**config.mk**
```make
export PLATFORM = sky130hd
export DESIGN_NAME = step_clock_gen
export DESIGN_NICKNAME = d
export VERILOG_FILES = /design/src/rtl/step_clock_gen.sv
export SDC_FILE = /design/constraint.sdc
export NUM_CORES = 1
export LEC_CHECK = 0
export ABC_CLOCK_PERIOD_IN_PS = 2190
export CAP_MARGIN = 30
export CORE_MARGIN = 1
export CORE_UTILIZATION = 40
export CTS_CLUSTER_SIZE = 8
export DETAILED_ROUTE_END_ITERATION = 10
export PLACE_DENSITY_LB_ADDON = 0.05
export SYNTH_ARGS = -nofsm -noshare
export SYNTH_HDL_FRONTEND = slang
export SYNTH_SLANG_ARGS = --single-unit
```
**constraint.sdc**
```tcl
create_clock -name clk -period 2.19 [get_ports clk]
set_clock_uncertainty 0.1 [all_clocks]
set_input_delay 0.657 -clock clk [delete_from_list [all_inputs] [get_ports clk]]
set_output_delay 0.657 -clock clk [all_outputs]
set_load 0.05 [all_outputs]
```
**src/rtl/step_clock_gen.sv**
```systemverilog
// step_clock_gen: single-step / auto-run clock generator for a hand-clocked CPU pipeline.
//
// A bouncing pushbutton is synchronized and debounced. Each accepted press produces one
// cpu_clk pulse of PULSE_HIGH_CYCLES clk cycles. Holding the button does not produce
// more pulses. The button must be released before another pulse can be issued.
//
// Optional feature: define STEP_AUTORUN_EN to compile in auto-run. While the synchronized
// run input is high, a pulse is issued every AUTO_DIV cycles and the button is ignored.
// Without the macro, run is accepted but unused.
//
// Ports:
//   clk          in   board oscillator clock
//   reset        in   asynchronous active-low reset
//   btn          in   raw single-step pushbutton, active-high, asynchronous
//   run          in   auto-run request switch, asynchronous
//   cpu_clk      out  registered step clock
//   cpu_clk_rise out  one-cycle strobe in the first cycle cpu_clk is high
//   step_count   out  pulses issued since reset (wraps)
//   busy         out  FSM not idle
module step_clock_gen #(
  parameter int unsigned DEBOUNCE_CYCLES   = 100000,
  parameter int unsigned PULSE_HIGH_CYCLES = 4,
  parameter int unsigned AUTO_DIV          = 25000000
) (
  input  logic        clk,
  input  logic        reset,
  input  logic        btn,
  input  logic        run,
  output logic        cpu_clk,
  output logic        cpu_clk_rise,
  output logic [15:0] step_count,
  output logic        busy
);

  localparam int unsigned DbW = $clog2(DEBOUNCE_CYCLES);
  localparam int unsigned PhW = $clog2(PULSE_HIGH_CYCLES + 1);
  localparam logic [DbW-1:0] DbLast = DbW'(DEBOUNCE_CYCLES - 1);
  localparam logic [PhW-1:0] PhLast = PhW'(PULSE_HIGH_CYCLES - 1);

  typedef enum logic [1:0] {StIdle, StHigh, StWaitRel} state_e;

  logic           btn_meta_q, btn_sync_q;
  logic           btn_stable_q, btn_stable_dly_q, btn_rise_q;
  logic [DbW-1:0] db_cnt_q;
  state_e         state_q, state_d;
  logic [PhW-1:0] high_cnt_q, high_cnt_d;
  logic [15:0]    step_count_q, step_count_d;
  logic           cpu_clk_q, cpu_clk_rise_q, cpu_clk_rise_d;
  logic           btn_press, auto_start, auto_pulse, start;

  // Synchronizer and debouncer. The accepted rise is registered once more so a press
  // reaches the FSM on the cycle after btn_stable rises.
  always_ff @(posedge clk or negedge reset) begin
    if (!reset) begin
      btn_meta_q       <= 1'b0;
      btn_sync_q       <= 1'b0;
      btn_stable_q     <= 1'b0;
      btn_stable_dly_q <= 1'b0;
      btn_rise_q       <= 1'b0;
      db_cnt_q         <= '0;
    end else begin
      btn_meta_q <= btn;
      btn_sync_q <= btn_meta_q;
      if (btn_sync_q != btn_stable_q) begin
        if (db_cnt_q == DbLast) begin
          btn_stable_q <= btn_sync_q;
          db_cnt_q     <= '0;
        end else begin
          db_cnt_q <= db_cnt_q + DbW'(1);
        end
      end else begin
        db_cnt_q <= '0;
      end
      btn_stable_dly_q <= btn_stable_q;
      btn_rise_q       <= btn_stable_q & ~btn_stable_dly_q;
    end
  end

`ifdef STEP_AUTORUN_EN
  localparam int unsigned AdW = $clog2(AUTO_DIV);
  localparam logic [AdW-1:0] AdLast = AdW'(AUTO_DIV - 1);

  logic           run_meta_q, run_sync_q, auto_pulse_q;
  logic [AdW-1:0] auto_cnt_q;

  always_ff @(posedge clk or negedge reset) begin
    if (!reset) begin
      run_meta_q   <= 1'b0;
      run_sync_q   <= 1'b0;
      auto_cnt_q   <= '0;
      auto_pulse_q <= 1'b0;
    end else begin
      run_meta_q <= run;
      run_sync_q <= run_meta_q;
      if (!run_sync_q || (auto_cnt_q == AdLast)) begin
        auto_cnt_q <= '0;
      end else begin
        auto_cnt_q <= auto_cnt_q + AdW'(1);
      end
      // Remember who launched the pulse so an auto pulse can skip the release wait.
      if ((state_q == StIdle) && start) begin
        auto_pulse_q <= auto_start;
      end
    end
  end

  assign auto_start = run_sync_q && (auto_cnt_q == AdLast);
  assign auto_pulse = auto_pulse_q;
  assign btn_press  = btn_rise_q && !run_sync_q;
`else
  logic unused_run;
  assign unused_run = run;
  assign auto_start = 1'b0;
  assign auto_pulse = 1'b0;
  assign btn_press  = btn_rise_q;
`endif

  assign start = btn_press || auto_start;

  always_comb begin
    state_d        = state_q;
    high_cnt_d     = high_cnt_q;
    step_count_d   = step_count_q;
    cpu_clk_rise_d = 1'b0;
    unique case (state_q)
      StIdle: begin
        // A press seen in any other state is dropped, never queued.
        if (start) begin
          state_d        = StHigh;
          high_cnt_d     = '0;
          step_count_d   = step_count_q + 16'd1;
          cpu_clk_rise_d = 1'b1;
        end
      end
      StHigh: begin
        if (high_cnt_q == PhLast) begin
          state_d = auto_pulse ? StIdle : StWaitRel;
        end else begin
          high_cnt_d = high_cnt_q + PhW'(1);
        end
      end
      StWaitRel: begin
        if (!btn_stable_q) begin
          state_d = StIdle;
        end
      end
      default: state_d = StIdle;
    endcase
  end

  always_ff @(posedge clk or negedge reset) begin
    if (!reset) begin
      state_q        <= StIdle;
      high_cnt_q     <= '0;
      step_count_q   <= '0;
      cpu_clk_q      <= 1'b0;
      cpu_clk_rise_q <= 1'b0;
    end else begin
      state_q        <= state_d;
      high_cnt_q     <= high_cnt_d;
      step_count_q   <= step_count_d;
      cpu_clk_q      <= (state_d == StHigh);
      cpu_clk_rise_q <= cpu_clk_rise_d;
    end
  end

  assign cpu_clk      = cpu_clk_q;
  assign cpu_clk_rise = cpu_clk_rise_q;
  assign step_count   = step_count_q;
  assign busy         = (state_q != StIdle);

endmodule

```
=== After elaboration in Yosys (flattened, before gate mapping) ===
Cells that the tools add are included.
Widths: inputs -> output; s select.

* Latch bits: 0
* Memories: 0
* Flip-flop bits (word level): 45
* Word-level logic and storage cells: 41
* Bits in read-only memories: 0
* Bits of input ports: 4
* Memory bits (writable): 0
* Output and inout port bits: 19

* Equal/unequal tests: 8
* Bitwise gates (word level): 2
* Multiplexer cells: 11
* Reductions and logical operators: 6
* Div/mod/pow operators: 0
* Add/subtract/negate cells: 3
* Magnitude comparators: 0
* Shifts and indexed selects: 0
* Multipliers: 0

{| class="wikitable"
|+ Operator list
! kind !! number
|-
| $mux 17 || 2
|-
| $add 17x1->17 const B || 1
|-
| $eq 17x17->1 const B || 1
|-
| $add 16x1->16 const B || 1
|-
| $mux 2 || 3
|-
| $mux 3 || 2
|-
| $pmux 2 s3 || 1
|-
| $pmux 3 s2 || 1
|-
| $eq 2x1->1 const B || 2
|-
| $ne 2x2->1 const B || 2
|-
| $reduce_and 2->1 || 2
|-
| $reduce_bool 2->1 || 2
|-
| $add 3x1->3 const B || 1
|-
| $eq 3x2->1 const B || 1
|-
| $reduce_and 3->1 || 1
|-
| $eq 2x2->1 const B || 1
|-
| $logic_not 2->1 || 1
|-
| $mux 1 || 2
|-
| $and 1x1->1 || 1
|-
| $ne 1x1->1 || 1
|-
| $not 1->1 || 1
|}

=== Longest topological paths before layout ===
* Depth in word-level cells: 4
* Gate-level depth with buffers: 7

=== Worst setup path before layout ===
No wires, ideal clock.

* Kind: reg2reg
* From: register state_q[0]
* To: register step_count_q[13], in the netlist step_count[13]
* Data required time: 1,949 ps
* Stages on the path, launching flop included: 7
* Setup slack: 316 ps
* Arrival: 1,633 ps
* Clock period less this slack: 1,874 ps
* Cell sequence: dfrtp_1 buf_6 or3b_1 buf_6 nor4_2 nand3_1 xnor2_1

* Longest elaborated chain between the ends: 2

{| class="wikitable"
|+ RTL lines
! item !! line !! source
|-
| start: declaration || 45 || <nowiki>state_e state_q, state_d;</nowiki>
|-
| start signal: assignment || 153 || <nowiki>state_q <= StIdle;</nowiki>
|-
| start signal: assignment || 159 || <nowiki>state_q <= state_d;</nowiki>
|-
| $logic_not 2->1 || 125 || <nowiki>unique case (state_q)</nowiki>
|-
| $reduce_and 2->1 (no source line) || -- ||
|-
| end signal: assignment || 161 || <nowiki>step_count_q <= step_count_d;</nowiki>
|-
| end: declaration || 47 || <nowiki>logic [15:0] step_count_q, step_count_d;</nowiki>
|}

No other way between the ends.
A chain may end at the register's enable or synchronous reset.

=== Worst setup path after layout ===
* From: register state_q[0]
* To: output busy

* Longest elaborated chain between the ends: 1

{| class="wikitable"
|+ RTL lines
! item !! line !! source
|-
| $reduce_bool 2->1 || 170 || <nowiki>assign busy = (state_q != StIdle);</nowiki>
|-
| end: declaration || 32 || <nowiki>output logic busy</nowiki>
|}

No other way between the ends.

==> metrics <==
total number of vias=around 1400; minimum clock period after layout=a little over 2000 ps; register clock-pin slew on the reported worst setup and hold paths=80 ps; maximum single-stage delay on the critical path=370 ps; net count reported at finish=220; flop and latch count out of synthesis=45; power share of the clock group=0.354; multi-input gate area in the final layout=862 µm²; share of the clock period used by the worst path=0.940; Register-to-Register Setup Slack=330 ps; Max Clk Rate=486 MHz; switching component of the power=293 µW; standby leakage power=0.00110 µW; Tot GR Track Use=0.150; GR met3 Demand/Resource=0.0412; headroom to the max-slew limit=0.669; type of element launching the critical path=flip-flop; worst-path cell with the longest stage delay=dfrtp_1; area growth from synthesis to layout=16.8%; Avg Synthesized Cell Area=roughly 11 µm²; GR met2 Demand/Resource=0.238; worst endpoint required time=1430 ps; Sequential Power Share=0.615; element type at the critical path end=output port; count of endpoints failing hold in the final timing report=0; number of buffers added for setup after CTS=0; Die W=between 70 and 80 µm; clock latency on the worst-skew pair=290 ps; GRT overflow=0; share of total power in combinational logic=0.031; H-tree depth reported by CTS=2; initial core utilization=0.426; P_int=1080 µW; vertical die dimension=73.6 µm; Seq. cell area=0.00113 mm²; full die area=0.00542 mm²; post-detailed-route via-to-cell ratio=a little under 5; clock root buffer=clkbuf_8; unrepaired setup endpoints after global routing=false; initial drt markers=52; number of filler cells placed in the layout=469; Syn Inst Count=184; Max Cap Violations=0; TNS Setup=0 ps; class of the tightest hold or removal check=input pin to async pin; synthesized area=0.00205 mm²; start-to-end type of the worst setup path=flip-flop to output port; Power, Total=between 1000 and 1500 µW; maximum buffer depth of the clock tree=2; status=finished clean; count of unique library cells instantiated by Yosys=31; via count of the first global-routing pass=roughly 1400; Yosys warning total=0; CTS sink count=45; worst-case vdd ir drop=369 µV; number of port buffers=21; mean routed wirelength per cell=12.6 µm; Post-DRT Antenna Nets=0; I/O pin count=23; TritonRoute pass-1 iters=4; worst path cell trace=buf_4 > or2_2 > buf_4; slew at the pin with the worst max-slew slack=496 ps; global-route wire length before repair=6130 µm; number of pins exceeding their max-slew limit in the final report=0; total CTS buffers=5; most common cell after layout, fill and taps aside=dfrtp_1; minimum hold slack=225 ps; Setup violations, final=0; final weighted congestion in routability-driven placement=0.815; Most common cell on crit path=buf_4; Final HPWL DP=approximately 2500 µm; total DRC errors in the routed layout=0; area of the core=just under 0.005 mm²; maximum number of pins on one net before global-route repair=26; Net Count, Synth=192; power per unit of standard cell area=572 mW/mm²; n_diodes=0; most heavily used metal layer in global routing=met2; sequential fraction of the synthesis area=0.549; cts-stage hold buffer count=0; proportion of layout cells with a drive suffix above 1=0.178; detailed-route wire length=3540 µm; Cell Rows=25; GR Layer Usage met1=0.197; net switching fraction of the power=0.214; most frequent cells in the layout=dfrtp_1 (45), nor2_1 (25), buf_4 (21), xnor2_1 (18), xor2_1 (13); cells resized by post-CTS repair=0; largest driver fanout on the critical path=9; TritonCTS clock tree=yes; initial antenna violation count=0; CP Data Arrival Time=1300 ps
## logic make-up (layout without fill, tap and decap cells)
family	after synthesis	count (layout)	synth area share
simple gates	81	81	0.216
flops	45	45	0.549
xor+xnor	31	31	0.132
buf+inv	11	40	0.0311
compound gates	9	9	0.0311
fa+ha+maj	4	4	0.0244
mux	3	3	0.0165
## per-layer routing
| layer | wire length, µm | vias up | part of all wire |
|---|---|---|---|
| met4 | 46 | 0 | 0.013 |
| met2 | 1610 | 23 | 0.46 |
| met3 | 123 | 7 | 0.035 |
| li1 | - | 688 | - |
| met1 | 1760 | 649 | 0.50 |
| met5 | 0 | - | 0 |
## area by class of cell
type / count / area share
flip-flops and latches: 45 / 0.470
multi-input cells: 128 / 0.360
repair buffers: 25 / 0.0888
well taps: 67 / 0.0350
clock buffers: 8 / 0.0334
inverters: 7 / 0.0131
## per-stage QoR
step,setup slack (ps),instances,instance area [µm²],utilization
4_1_cts,116,280,2400,0.497
5_1_grt,62.9,280,2400,0.497
3_5_place_dp,315,272,2320,0.481
3_3_place_gp,309,272,2320,0.481
2_1_floorplan,316,184,2050,-
6_report,130,280,2400,0.497
## cells in the mapped netlist (all sizes together)
cell type / instances / area, µm²
nand4: 10 / 77.6
ha: 4 / 50.1
and3: 1 / 6.26
nor2: 25 / 93.8
xor2: 13 / 114
nand2b: 2 / 12.5
xnor2: 18 / 158
nand3: 10 / 50.1
nand2: 10 / 37.5
nor2b: 1 / 6.26
inv: 6 / 22.5
or2: 2 / 12.5
o21ai: 2 / 10.0
dfrtp: 45 / 1130
nand4bb: 1 / 11.3
nand3b: 1 / 7.51
a22o: 3 / 26.3
mux2: 3 / 33.8
a41o: 1 / 10.0
nor4: 9 / 75.1
a21oi: 2 / 10.0
clkinv: 1 / 8.76
nor3: 7 / 35.0
o21bai: 1 / 7.51
and4: 1 / 8.76
buf: 4 / 32.5
or3b: 1 / 8.76
## registers in the layout (all words and copies together) (netlist names), 2 cells and up
| signal | count |
|---|---|
| db_cnt_q | 17 |
| high_cnt_q | 3 |
| step_count | 16 |
| state_q | 2 |
## power groups by stage
stage / Sequential, µW / Combinational, µW / Clock (µW)
final: 843 / 42.5 / 486
after global routing: 845 / 49.6 / 542
after CTS: 843 / 44.5 / 507
after detailed placement: 859 / 44.3 / 0
after global placement: 859 / 43.6 / 0
after floorplan: 858 / 13.8 / 0
## path summary, 6_finish.rpt
kind	startpoint	to	cells past startpoint
worst min register to register	btn_meta_q	btn_sync_q	0
max in group asynchronous	reset	db_cnt_q[7]	2
worst max register to register	state_q[0]	step_count[15]	4
worst min-delay path	reset	db_cnt_q[14]	1
min in group clk	btn_meta_q	btn_sync_q	0
worst max-delay path	state_q[0]	busy	3
## critical path: cells and delay by family, from the launching register on
| kind | cells | cell delay [ps] |
|---|---|---|
| DFF | 1 | 370 |
| buffers and inverters | 2 | 350 |
| and+or+nand+nor | 1 | 290 |
Power figures use the tool's default switching activity.
